[config.mk]
export PLATFORM = sky130hd
export DESIGN_NAME = pwm_motor_timer
export DESIGN_NICKNAME = d
export VERILOG_FILES = /design/src/rtl/pwm_motor_timer.sv
export SDC_FILE = /design/constraint.sdc
export NUM_CORES = 1
export LEC_CHECK = 0
export BUFFER_PORTS_ARGS = -buffer_cell sky130_fd_sc_hd__buf_4
export CELL_PAD_IN_SITES_DETAIL_PLACEMENT = 1
export CELL_PAD_IN_SITES_GLOBAL_PLACEMENT = 1
export CORE_ASPECT_RATIO = 0.75
export CORE_UTILIZATION = 43
export CTS_CLUSTER_SIZE = 10
export DETAILED_ROUTE_END_ITERATION = 6
export PLACE_DENSITY_LB_ADDON = 0.1
export SLEW_MARGIN = 0
export SYNTH_ARGS = -nofsm -noshare
export SYNTH_HDL_FRONTEND = slang
export SYNTH_SLANG_ARGS = --single-unit
[constraint.sdc]
create_clock -name CLK -period 3.45 [get_ports CLK]
set_input_delay 1.035 -clock CLK [delete_from_list [all_inputs] [get_ports CLK]]
set_output_delay 1.035 -clock CLK [all_outputs]
set_load 0.02 [all_outputs]
[src/rtl/pwm_motor_timer.sv]
// pwm_motor_timer
//   Motor PWM timer/controller: switch-selected duty PWM, direction output with a forced
//   dead time before any direction change, latched overcurrent fault, and the free-running
//   TCR.E square wave that steps the 7-segment digit select.
module pwm_motor_timer #(
    parameter int PERIOD       = 100000, // CLK cycles per PWM period, multiple of 2**DUTY_W
    parameter int CNT_W        = 17,     // period counter width, 2**CNT_W >= PERIOD
    parameter int DUTY_W       = 4,      // duty request width
    parameter int DEAD_PERIODS = 8       // PWM periods of forced-off time on direction change
) (
    input  logic              CLK,
    input  logic              RST,
    input  logic              Enable,
    input  logic              SW7,
    input  logic              SnsA,
    input  logic [DUTY_W-1:0] Duty,
    output logic              PWM,
    output logic              DIR,
    output logic              E,
    output logic              Fault,
    output logic [1:0]        State
);

    localparam int STEP   = PERIOD / (2 ** DUTY_W);
    localparam int DEAD_W = $clog2(DEAD_PERIODS + 1);

    typedef enum logic [1:0] {
        ST_IDLE  = 2'd0,
        ST_RUN   = 2'd1,
        ST_DEAD  = 2'd2,
        ST_FAULT = 2'd3
    } state_t;

    // Two-stage synchronizers: bit 0 is the metastable stage, bit 1 is the usable value
    logic [1:0]        r_en_sync;
    logic [1:0]        r_sw7_sync;
    logic [1:0]        r_sns_sync;

    logic [CNT_W-1:0]  r_cnt;
    logic [DUTY_W-1:0] r_duty_q;
    logic [DEAD_W-1:0] r_dead_cnt;
    state_t            r_state;
    logic              r_pwm;
    logic              r_dir;
    logic              r_e;
    logic              r_fault;

    logic              w_en;
    logic              w_sw7;
    logic              w_sns;
    logic              w_wrap;
    logic              w_dir_req;
    logic [CNT_W-1:0]  w_on_cycles;

    assign w_en        = r_en_sync[1];
    assign w_sw7       = r_sw7_sync[1];
    assign w_sns       = r_sns_sync[1];
    assign w_wrap      = (r_cnt == CNT_W'(PERIOD - 1));
    assign w_dir_req   = (w_sw7 != r_dir);
    assign w_on_cycles = CNT_W'(r_duty_q) * CNT_W'(STEP);

    // Bring the asynchronous switch and sense inputs into the CLK domain
    always_ff @(posedge CLK or posedge RST) begin
        if (RST) begin
            r_en_sync  <= '0;
            r_sw7_sync <= '0;
            r_sns_sync <= '0;
        end else begin
            // NOTE: non-blocking assignments let each stage capture the previous stage's old
            // value, which is what makes this a two-flop chain rather than a single wire.
            r_en_sync  <= {r_en_sync[0],  Enable};
            r_sw7_sync <= {r_sw7_sync[0], SW7};
            r_sns_sync <= {r_sns_sync[0], SnsA};
        end
    end

    // Free-running period counter, runs in every state
    always_ff @(posedge CLK or posedge RST) begin
        if (RST) begin
            r_cnt <= '0;
        end else if (w_wrap) begin
            r_cnt <= '0;
        end else begin
            r_cnt <= r_cnt + CNT_W'(1);
        end
    end

    // Duty is sampled only at the period boundary so a pulse in flight is never reshaped
    always_ff @(posedge CLK or posedge RST) begin
        if (RST) begin
            r_duty_q <= '0;
        end else if (w_wrap) begin
            r_duty_q <= Duty;
        end
    end

    // Registered PWM and display square wave, both derived from the period counter
    always_ff @(posedge CLK or posedge RST) begin
        if (RST) begin
            r_pwm <= 1'b0;
            r_e   <= 1'b0;
        end else begin
            r_pwm <= (r_state == ST_RUN) && (r_cnt < w_on_cycles);
            r_e   <= (r_cnt < CNT_W'(PERIOD / 2));
        end
    end

    // Control FSM: fault has top priority, then enable, then direction/dead-time handling
    always_ff @(posedge CLK or posedge RST) begin
        if (RST) begin
            r_state    <= ST_IDLE;
            r_dir      <= 1'b0;
            r_fault    <= 1'b0;
            r_dead_cnt <= '0;
        end else if (w_sns) begin
            r_state <= ST_FAULT;
            r_fault <= 1'b1;
        end else begin
            unique case (r_state)
                ST_FAULT: begin
                    // Sense is known clear here; leave only once the operator drops Enable
                    if (!w_en) begin
                        r_state <= ST_IDLE;
                        r_fault <= 1'b0;
                    end
                end
                ST_IDLE: begin
                    // Start on a period boundary so the first pulse is a full one
                    if (w_en && w_wrap) begin
                        if (w_dir_req) begin
                            r_state    <= ST_DEAD;
                            r_dead_cnt <= DEAD_W'(DEAD_PERIODS);
                        end else begin
                            r_state <= ST_RUN;
                        end
                    end
                end
                ST_RUN: begin
                    if (!w_en) begin
                        r_state <= ST_IDLE;
                    end else if (w_dir_req) begin
                        r_state    <= ST_DEAD;
                        r_dead_cnt <= DEAD_W'(DEAD_PERIODS);
                    end
                end
                ST_DEAD: begin
                    // Count whole periods; further SW7 activity does not restart the count
                    if (!w_en) begin
                        r_state <= ST_IDLE;
                    end else if (w_wrap) begin
                        r_dead_cnt <= r_dead_cnt - DEAD_W'(1);
                        if (r_dead_cnt == DEAD_W'(1)) begin
                            r_dir   <= w_sw7;
                            r_state <= ST_RUN;
                        end
                    end
                end
                default: begin
                    r_state <= ST_IDLE;
                end
            endcase
        end
    end

    assign PWM   = r_pwm;
    assign DIR   = r_dir;
    assign E     = r_e;
    assign Fault = r_fault;
    assign State = r_state;

endmodule

==> flow_metrics.py, run 1 <==
metrics = {
    "global_routing": {
        "grt_use_total_pct": 22.4,
        "grt_pass1_wl_mm": 11.1,
        "grt_max_degree": 18,
        "gr-total-overflow": 0,
        "antenna_found_initial": 0,
        "first_global_vias": 2194,
    },
    "floorplan": {
        "pin_count": 15,
        "die_y_um": 69.3,
        "rows": 24,
        "dieArea_mm2": 0.00636,
        "die_w_um": 91.7,
        "initial_core_util_pct": 44.6,
        "core_area_mm2": 0.00583,
    },
    "critical_path": {
        "arrival_ns": 3.57,
        "crit_path_start_kind": "flop",
        "r2r_slack_ns": 0.09,
        "crit_path_end_kind": "flop",
        "worstReg2RegStart": "r_duty_q[1]",
        "path_cells": "ha_1 > ha_1 > ha_4 > a211oi_2 > o21bai_1 > a21oi_2 > nor2_1 > xor2_1 > ha_1 > a21oi_2 > o21ai_2 > a2111oi_2 > o21ai_1 > a21oi_1",
        "critPathLaunch": "r_duty_q[1]",
        "cpMaxStageDelayCell": "dfrtp_1",
        "crit_top_cell": "ha_1",
        "critPathMaxFanout": 4,
        "crit_type": "flop to flop",
        "crit_family": "compound AO/OA/AOI/OAI gates",
        "worst-path-buf-inv": 0,
        "critPathRequiredTime_ns": 3.67,
        "cpPeakStageDelay_ns": 0.42,
    },
    "detailed_routing": {
        "wire_per_inst_um": 16.8,
        "top_layer": "met4",
        "drt-met1-wl_mm": 3.38,
        "vias": 2148,
        "met3_length_um": 195,
        "dr.first_iter.drc_count": 71,
        "routed_wl_mm": 6.52,
        "drc": 0,
        "dr.pass1.iters": 4,
        "drtAntennaViolNets": 0,
        "wl_met2_mm": 2.90,
        "via_per_inst": 5.54,
    },
    "synth": {
        "ys_warn_count": 0,
        "ys_async_sr_fraction_pct": 100,
        "ys_seq_area_share_pct": 35.6,
        "synth_area_per_cell_um2": 9.58,
        "synth_edf_count": 0,
        "synth_top_area_share_pct": 35.6,
        "ys_types": 47,
        "netlist_instances": 271,
        "synth_area_mm2": 0.00260,
        "synth_nets": 316,
        "dominantRegCellSynth": "dfrtp_1",
        "synth_seq_cells": 37,
        "yosysTopAreaCell": "dfrtp_1",
        "yosys-top-cells-area": "dfrtp_1 (36%), ha_1 (17%), xor2_1 (4.7%)",
    },
    "finish": {
        "syn2layout_area_growth_pct": 22.8,
        "finalInstanceArea_mm2": 0.00319,
        "nNetsFinal": 354,
        "drive_gt1_share_pct": 23.5,
        "antenna_cells": 0,
    },
    "power_and_ir_drop": {
        "leakage_nw": 1.45,
        "sw_frac_of_total_pct": 23.2,
        "comb_power_share_pct": 7.9,
        "internal_power_mw": 0.771,
        "powerDensity_mw_per_mm2": 315,
        "p_seq_share_pct": 46.3,
        "p_clk_share_pct": 45.7,
        "ir_drop_mv": 0.260,
        "switching_power_mw": 0.233,
    },
    "placed_design": {
        "hpwlAfterDp_mm": 5.03,
        "place_ws_ns": -0.287,
        "gp_congestion": 0.795,
        "placed_cell_area_mm2": 0.00291,
        "port_buffers": 14,
    },
    "timing": {
        "post-route-min-period_ns": 3.36,
        "fin_setup_tns_ns": 0,
        "skew_ns": 0.00491,
        "period_share_pct": 97.3,
        "postLayoutSetupSlackWorst_ns": 0.0934,
        "slew_headroom_pct": 57.1,
        "fmax_ghz": 0.298,
        "rsz0062_at_grt": "yes",
        "final-setup-viol-count": 0,
        "tightest_slew_ns": 0.643,
        "slew_violations": 0,
        "hold_viol_final": 0,
    },
    "cts": {
        "clock_sinks": 37,
        "clockBufferDepth": 2,
        "h-tree-depth": 2,
        "hold_buffers": 0,
        "clk_latency_ns": 0.29,
        "clock-root-buffer": "clkbuf_8",
        "cts_made_buffers": 5,
        "clkTransAtPathRegs_ns": 0.08,
        "cts_tree": "done",
    },
    "run": {
        "timing.max_cap.violations": 0,
    },
    "worst_hold_path": {
        "min-delay-start": "r_en_sync[0]",
        "hold_class": "flop to flop",
    },
    "outcome": {
        "status": "completed",
    },
}
## cell type report
cell class / instances / area (µm²)
inverters: 16 / 60.1
flip-flops and latches: 37 / 926
clock inverters: 3 / 68.8
repair buffers: 36 / 270
clock buffers: 5 / 68.8
multi-input cells: 213 / 1700
fillers: 648 / 2640
well taps: 78 / 97.6
## through the flow
stage	total power [mW]	std cells	utilization, %	hold WS (ns)
after floorplan	0.519	271	-	0.331
after global placement	0.552	376	50.0	0.333
after detailed placement	0.553	376	50.0	0.339
after CTS	1.01	386	53.5	0.358
after global routing	1.04	388	54.8	0.367
final	1.00	388	54.8	0.357
## layer usage
metal	up-vias	global-route usage, %
met5	-	0
met4	0	5.21
met3	4	3.84
met2	33	33.8
met1	1058	33.4
li1	1053	-
## worst register-to-register path, cell delays in order (launching register included)
cell       delay [ns]
dfrtp_1          0.42
ha_1             0.33
ha_1             0.33
ha_4             0.27
a211oi_2         0.22
o21bai_1         0.14
a21oi_2          0.24
nor2_1           0.07
xor2_1           0.17
ha_1             0.35
a21oi_2          0.17
o21ai_2          0.09
a2111oi_2        0.20
o21ai_1          0.13
a21oi_1          0.16
## sequential cells by signal, summed over array words and instances (netlist names)
| register | flops |
|---|---|
| r_cnt | 17 |
| r_dead_cnt | 4 |
| r_duty_q | 4 |
| State | 2 |
| r_en_sync | 2 |
| r_sns_sync | 2 |
| r_sw7_sync | 2 |
| DIR | 1 |
| E | 1 |
| Fault | 1 |
| PWM | 1 |
## final timing paths
check                                to  depth (start not counted)
max                                 PWM                         14
min                        r_en_sync[1]                          0
max reg2reg                         PWM                         14
min reg2reg                r_en_sync[1]                          0
max in group asynchronous     r_cnt[11]                          3
min in group asynchronous      State[1]                          2
## cells in the final DEF (no fill, tap or decap), types with 4 or more instances in the layout
master | synthesis | layout
inv_1 | 16 | 16
o21ai_0 | 14 | 12
a21oi_1 | 16 | 13
nand2_1 | 19 | 19
nand3_1 | 7 | 7
and2_1 | 4 | 4
nor2_1 | 18 | 18
buf_4 | 0 | 36
a31oi_1 | 6 | 6
xor2_1 | 14 | 13
dfrtp_1 | 37 | 37
nand4_1 | 6 | 6
clkbuf_8 | 0 | 5
nor2b_1 | 5 | 5
ha_1 | 36 | 30
nor3_1 | 10 | 8
xnor2_1 | 12 | 12
## synthesized netlist by cell type, drive strengths merged (2+ instances only)
library cell,n
nor3b,3
nand3,7
and2,4
buf,2
clkbuf,3
a21oi,16
a211oi,3
mux2,3
and3,2
xnor2,12
nand2b,3
xor2,14
nand4,7
inv,16
a31oi,6
nor2b,5
o21a,2
nor2,19
o21ai,15
nand2,19
ha,36
dfrtp,37
or2,2
nor4,5
o41ai,3
a21o,3
nor3,10
o21bai,2
## logic make-up (layout without fill, tap and decap cells)
logic type      Yosys count  after routing  synth area share [%]
simple gates             91             91                  19.5
compound gates           56             56                  14.0
flops                    37             37                  35.6
fa+ha+maj                36             36                  17.3
xor+xnor                 26             26                  8.77
buf+inv                  21             60                  3.13
mux                       4              4                  1.69
## power groups by stage
stage	logic (mW)	registers, mW	clock network (mW)
global route	0.0878	0.468	0.489
floorplan	0.0504	0.469	0
CTS	0.0799	0.465	0.470
detailed placement	0.0798	0.473	0
global placement	0.0791	0.473	0
finish	0.0796	0.465	0.459
## timing repair
action | 4_1_cts | 5_1_grt
endpoints found under the setup margin | 1 | 1
setup buffers | 2 | 2
endpoints found under the hold margin | 0 | 0
gates resized for setup | 10 | 11
pin swaps | 8 | 10
(Power assumes the default switching activity.)
==> run 2: changes to the inputs <==
--- a/config.mk
+++ b/config.mk
@@ -12,7 +12,7 @@
 export CORE_UTILIZATION = 43
 export CTS_CLUSTER_SIZE = 10
 export DETAILED_ROUTE_END_ITERATION = 6
-export PLACE_DENSITY_LB_ADDON = 0.1
+export PLACE_DENSITY = 0.78
 export SLEW_MARGIN = 0
 export SYNTH_ARGS = -nofsm -noshare
 export SYNTH_HDL_FRONTEND = slang
==> run 2 against run 1 <==
  * Cell count down 1.8%
  * Setup slack lost 0.033 ns
  * Sequential cell count did not move
  * Sequential power hardly changed
  * First-iteration DRC count grew 72%
  * Clock power is 1% higher
  * Count of clock-buffer cells in the layout stayed put
  * Via count is 1.0% lower
  * Fmax shrank 0.99%
  * Final area is 1.5% lower
  * Critical path depth increased by 1
  * Sequential share of layout area up 0.47 points
  * Critical endpoint unchanged
  * Largest power group is now the clock network
  * Highest routed layer unchanged
==> flow_metrics.py, run 2 (same netlist as run 1, synthesis figures left out) <==
metrics = {
    "timing": {
        "fmax_ghz": 0.295,
        "fin_setup_tns_ns": 0,
        "rsz0062_at_grt": "yes",
        "final-setup-viol-count": 0,
        "slew_violations": 0,
        "hold_viol_final": 0,
        "period_share_pct": 98.3,
        "postLayoutSetupSlackWorst_ns": 0.0600,
        "whs_ns": 0.353,
        "tightest_slew_ns": 0.498,
        "slew_headroom_pct": 66.8,
        "skew_ns": 0.00845,
        "post-route-min-period_ns": 3.39,
    },
    "floorplan": {
        "dieArea_mm2": 0.00636,
        "pin_count": 15,
        "rows": 24,
        "initial_core_util_pct": 44.6,
        "core_area_mm2": 0.00583,
        "die_w_um": 91.7,
        "die_y_um": 69.3,
    },
    "cts": {
        "clockBufferDepth": 2,
        "clk_latency_ns": 0.29,
        "h-tree-depth": 2,
        "post-cts-setup-buffers": 0,
        "clock-root-buffer": "clkbuf_8",
        "cts_made_buffers": 5,
        "clock_sinks": 37,
        "cts_tree": "done",
        "clkTransAtPathRegs_ns": 0.09,
    },
    "placed_design": {
        "gp_congestion": 0.798,
        "place_ws_ns": -0.232,
        "hpwlAfterDp_mm": 4.83,
        "port_buffers": 14,
    },
    "outcome": {
        "status": "completed",
    },
    "finish": {
        "syn2layout_area_growth_pct": 21.1,
        "antenna_cells": 0,
        "drive_gt1_share_pct": 22.1,
        "top_regs": "r_cnt (17), r_dead_cnt (4), r_duty_q (4)",
        "nFillCells": 666,
        "layout_common_cells": "dfrtp_1 (36), ha_1 (30), buf_4 (29)",
        "nNetsFinal": 347,
        "final_common_cell": "dfrtp_1",
        "regMostFlops": "r_cnt",
        "largest_reg_flops": 17,
    },
    "critical_path": {
        "crit_path_end_kind": "flop",
        "rr_worst_depth": 15,
        "crit_type": "flop to flop",
        "crit_path_start_kind": "flop",
        "timing.rr.end": "PWM",
        "r2r_slack_ns": 0.06,
        "critPathMaxFanout": 3,
        "worstReg2RegStart": "r_duty_q[1]",
        "arrival_ns": 3.61,
        "critPathRequiredTime_ns": 3.67,
    },
    "worst_hold_path": {
        "min-delay-start": "r_en_sync[0]",
        "hold_class": "flop to flop",
        "hold_depth": 0,
        "hold_end": "r_en_sync[1]",
    },
    "global_routing": {
        "first_global_vias": 2185,
        "grt_use_total_pct": 22.4,
        "antenna_found_initial": 0,
        "grt_pass1_wl_mm": 11.2,
        "grt_max_degree": 38,
        "gr-total-overflow": 0,
    },
    "detailed_routing": {
        "dr.pass1.iters": 4,
        "drc": 0,
        "vias": 2126,
        "via_per_inst": 5.58,
        "drtAntennaViolNets": 0,
        "dr.first_iter.drc_count": 122,
        "routed_wl_mm": 6.56,
        "wire_per_inst_um": 17.2,
    },
    "power_and_ir_drop": {
        "ir_drop_mv": 0.218,
        "powerDensity_mw_per_mm2": 321,
        "leakage_nw": 1.42,
    },
    "run": {
        "timing.max_cap.violations": 0,
    },
}
-- run 2: cell type report --
class | instances | area, µm² | share of cell area [%]
Clock buffer | 5 | 68.8 | 2.19
Inverter | 16 | 60.1 | 1.91
Timing Repair Buffer | 29 | 218 | 6.92
Multi-Input combinational cell | 213 | 1700 | 54.2
Sequential cell | 37 | 927 | 29.5
Clock inverter | 3 | 68.8 | 2.19
Tap cell | 78 | 97.6 | 3.10
-- run 2: worst max-delay path, cell delays in order (launching register included) --
cell,delay (ns)
dfrtp_1,0.41
ha_1,0.34
buf_4,0.14
ha_1,0.23
ha_1,0.23
a211oi_2,0.23
o21bai_1,0.14
a21oi_2,0.21
nor2_1,0.08
xor2_1,0.14
ha_1,0.35
a21oi_2,0.15
o21ai_2,0.08
a2111oi_2,0.33
o21ai_1,0.13
a21oi_1,0.13
-- run 2: metal layers --
layer  global-route usage [%]  share of wire (%)  vias to the layer above
met5                        0                  0                        -
met3                     3.73                2.7                        2
met4                     3.65               0.38                        0
met2                     34.6                 44                       30
met1                     33.5                 53                     1062
li1                         -                  -                     1032
-- run 2: how the worst max path moves through the flow --
stage / endpoint / cells after the start / startpoint / slack (ns)
2_1_floorplan: PWM / 16 / r_duty_q[1] / 0.04
6_report: PWM / 15 / r_duty_q[1] / 0.06
3_5_place_dp: PWM / 16 / r_duty_q[1] / -0.23
3_3_place_gp: PWM / 16 / r_duty_q[1] / -0.08
5_1_grt: PWM / 16 / r_duty_q[3] / -0.18
4_1_cts: PWM / 17 / r_duty_q[3] / 0.02
-- run 2: stage by stage --
| stage | area, µm² | utilization (%) | power [mW] | std cells |
|---|---|---|---|---|
| 2_1_floorplan | 2600 | - | 0.519 | 271 |
| 3_3_place_gp | 2890 | 49.6 | 0.550 | 373 |
| 3_5_place_dp | 2890 | 49.6 | 0.553 | 373 |
| 4_1_cts | 3080 | 52.8 | 1.02 | 381 |
| 5_1_grt | 3140 | 54.0 | 1.05 | 381 |
| 6_report | 3140 | 54.0 | 1.01 | 381 |
-- run 2: report_power, final --
group | total (mW) | internal (mW) | switching (mW)
registers | 0.464 | 0.445 | 0.0198
clock network | 0.465 | 0.291 | 0.174
logic | 0.0791 | 0.0349 | 0.0442
total | 1.01 | 0.771 | 0.238
-- run 2: timing repair --
action | 4_1_cts | 5_1_grt
setup endpoints to repair | 1 | 1
pin swaps | 4 | 15
hold buffers | 0 | 0
resized for setup | 7 | 15
==> run 3: changes to the inputs <==
--- a/config.mk
+++ b/config.mk
@@ -9,10 +9,11 @@
 export CELL_PAD_IN_SITES_DETAIL_PLACEMENT = 1
 export CELL_PAD_IN_SITES_GLOBAL_PLACEMENT = 1
 export CORE_ASPECT_RATIO = 0.75
-export CORE_UTILIZATION = 43
+export CORE_UTILIZATION = 24
+export CTS_BUF_LIST = sky130_fd_sc_hd__clkbuf_2 sky130_fd_sc_hd__clkbuf_4 sky130_fd_sc_hd__clkbuf_8
 export CTS_CLUSTER_SIZE = 10
 export DETAILED_ROUTE_END_ITERATION = 6
-export PLACE_DENSITY = 0.78
+export PLACE_DENSITY = 0.49
 export SLEW_MARGIN = 0
 export SYNTH_ARGS = -nofsm -noshare
 export SYNTH_HDL_FRONTEND = slang
==> run 3 against run 2 <==
  * Via count down 1.5%
  * Critical path depth rose by 2
  * Routed wire length grew 3.8%
  * Clock power barely moved
  * First-iteration DRC count shrank 60%
  * Register-to-register slack better by 0.09 ns
  * Critical path type unchanged
  * Combinational power barely moved
  * Power shrank 0.30%
  * Count of clock-buffer cells in the layout did not move
  * Hold slack improved by 0.00051 ns
  * Non-clock buffer count up 7
  * Setup slack gained 0.090 ns
==> flow_metrics.py, run 3 (same netlist as run 1, synthesis figures left out) <==
metrics = {
    "outcome": {
        "status": "completed",
    },
    "floorplan": {
        "dieArea_mm2": 0.0112,
        "rows": 32,
        "pin_count": 15,
        "die_w_um": 122,
        "initial_core_util_pct": 25.0,
        "die_y_um": 92.1,
        "core_area_mm2": 0.0104,
    },
    "finish": {
        "utilization_pct": 31.6,
        "layoutNonFillerInstCount": 446,
        "regMostFlops": "r_cnt",
        "syn2layout_area_growth_pct": 26.7,
        "largest_reg_flops": 17,
        "nNetsFinal": 354,
        "layout_common_cells": "dfrtp_1 (36), buf_4 (36), ha_1 (29)",
        "top_regs": "r_cnt (17), r_dead_cnt (4), r_duty_q (4)",
        "nFillCells": 1209,
        "antenna_cells": 0,
        "drive_gt1_share_pct": 25.2,
    },
    "cts": {
        "clock_sinks": 37,
        "clockBufferDepth": 2,
        "clk_latency_ns": 0.30,
        "cts_made_buffers": 5,
        "clkTransAtPathRegs_ns": 0.08,
        "clock-root-buffer": "clkbuf_8",
        "cts_tree": "done",
        "hold_buffers": 0,
        "h-tree-depth": 2,
    },
    "global_routing": {
        "grt_pass1_wl_mm": 11.2,
        "gr-total-overflow": 0,
        "antenna_found_initial": 0,
        "grt_use_total_pct": 13.1,
        "grt_max_degree": 38,
        "first_global_vias": 2141,
    },
    "detailed_routing": {
        "routed_wl_mm": 6.81,
        "vias": 2095,
        "via_per_inst": 4.70,
        "drtAntennaViolNets": 0,
        "dr.pass1.iters": 4,
        "wire_per_inst_um": 15.3,
        "drc": 0,
        "dr.first_iter.drc_count": 49,
    },
    "critical_path": {
        "critPathMaxFanout": 3,
        "rr_worst_depth": 17,
        "crit_path_start_kind": "flop",
        "arrival_ns": 3.53,
        "r2r_slack_ns": 0.15,
        "crit_end": "PWM",
        "worstReg2RegStart": "r_duty_q[3]",
        "critPathRequiredTime_ns": 3.68,
        "crit_type": "flop to flop",
        "critPathLaunch": "r_duty_q[3]",
        "timing.rr.end": "PWM",
        "crit_path_end_kind": "flop",
    },
    "power_and_ir_drop": {
        "p_clk_share_pct": 45.9,
        "sw_frac_of_total_pct": 23.7,
        "p_seq_share_pct": 46.2,
        "internal_power_mw": 0.767,
        "leakage_nw": 1.47,
        "switching_power_mw": 0.239,
        "comb_power_share_pct": 7.9,
        "ir_drop_mv": 0.128,
        "powerDensity_mw_per_mm2": 305,
        "power.total_mw": 1.01,
    },
    "timing": {
        "postLayoutSetupSlackWorst_ns": 0.150,
        "rsz0062_at_grt": "yes",
        "skew_ns": 0.00487,
        "fmax_ghz": 0.303,
        "hold_viol_final": 0,
        "post-route-min-period_ns": 3.30,
        "slew_headroom_pct": 60.0,
        "period_share_pct": 95.7,
        "fin_setup_tns_ns": 0,
        "tightest_slew_ns": 0.600,
        "slew_violations": 0,
        "final-setup-viol-count": 0,
    },
    "placed_design": {
        "place_ws_ns": -0.251,
        "hpwlAfterDp_mm": 5.16,
        "gp_congestion": 0.755,
        "dp_cells": 434,
        "port_buffers": 14,
    },
    "worst_hold_path": {
        "hold_class": "flop to flop",
    },
    "run": {
        "timing.max_cap.violations": 0,
    },
}
run 3: worst min-delay path by stage:
stage / cells past startpoint / start / to / slack, ns
6_report: 0 / r_sw7_sync[0] / r_sw7_sync[1] / 0.35
5_1_grt: 0 / r_sw7_sync[0] / r_sw7_sync[1] / 0.36
4_1_cts: 0 / r_sw7_sync[0] / r_sw7_sync[1] / 0.36
3_5_place_dp: 0 / r_sw7_sync[0] / r_sw7_sync[1] / 0.34
3_3_place_gp: 0 / r_sns_sync[0] / r_sns_sync[1] / 0.34
2_1_floorplan: 0 / r_en_sync[0] / r_en_sync[1] / 0.33
run 3: final cells by class:
class | count | area, µm² | share of cell area [%]
clock inverters | 3 | 65.1 | 1.98
well taps | 136 | 170 | 5.17
flip-flops and latches | 37 | 927 | 28.2
multi-input cells | 213 | 1730 | 52.6
inverters | 16 | 60.1 | 1.82
clock buffers | 5 | 68.8 | 2.09
repair buffers | 36 | 270 | 8.21
run 3: metal layers:
metal	wire length, µm	GRT usage [%]	part of all wire, %
met1	3720	19.5	55
met2	2850	18.5	42
met3	163	2.86	2.4
met4	74	3.66	1.1
met5	0	0	0
run 3: stage by stage:
step | hold WS (ns) | instance area [µm²]
finish | 0.354 | 3290
global route | 0.361 | 3290
CTS | 0.359 | 3160
detailed placement | 0.340 | 2990
global placement | 0.336 | 2990
floorplan | 0.331 | 2600
run 3: repair_timing:
item | in CTS | in global routing
buffers inserted | 0 | 4
endpoints found under the setup margin | 1 | 1
gates cloned | 0 | 0
pin swaps | 3 | 14
gates resized for setup | 9 | 20
run 3: power by group through the flow:
stage / registers, mW / logic [mW] / clock network [mW]
6_report: 0.465 / 0.0790 / 0.462
5_1_grt: 0.468 / 0.0888 / 0.491
4_1_cts: 0.465 / 0.0810 / 0.484
3_5_place_dp: 0.474 / 0.0807 / 0
3_3_place_gp: 0.474 / 0.0808 / 0
2_1_floorplan: 0.469 / 0.0504 / 0
run 3: worst max-delay path, cell delays in order (launching register included):
cell and delay, ns:
dfrtp_1 0.41, ha_2 0.20, xor2_1 0.16, ha_2 0.17, a21o_1 0.18, ha_4 0.26
a211oi_2 0.22, o21bai_2 0.12, a21oi_2 0.22, nor2_1 0.07, xor2_1 0.14, ha_1 0.32
a21oi_2 0.16, o21ai_2 0.08, buf_4 0.13, a41oi_1 0.17, nor2_1 0.08, a21oi_1 0.12
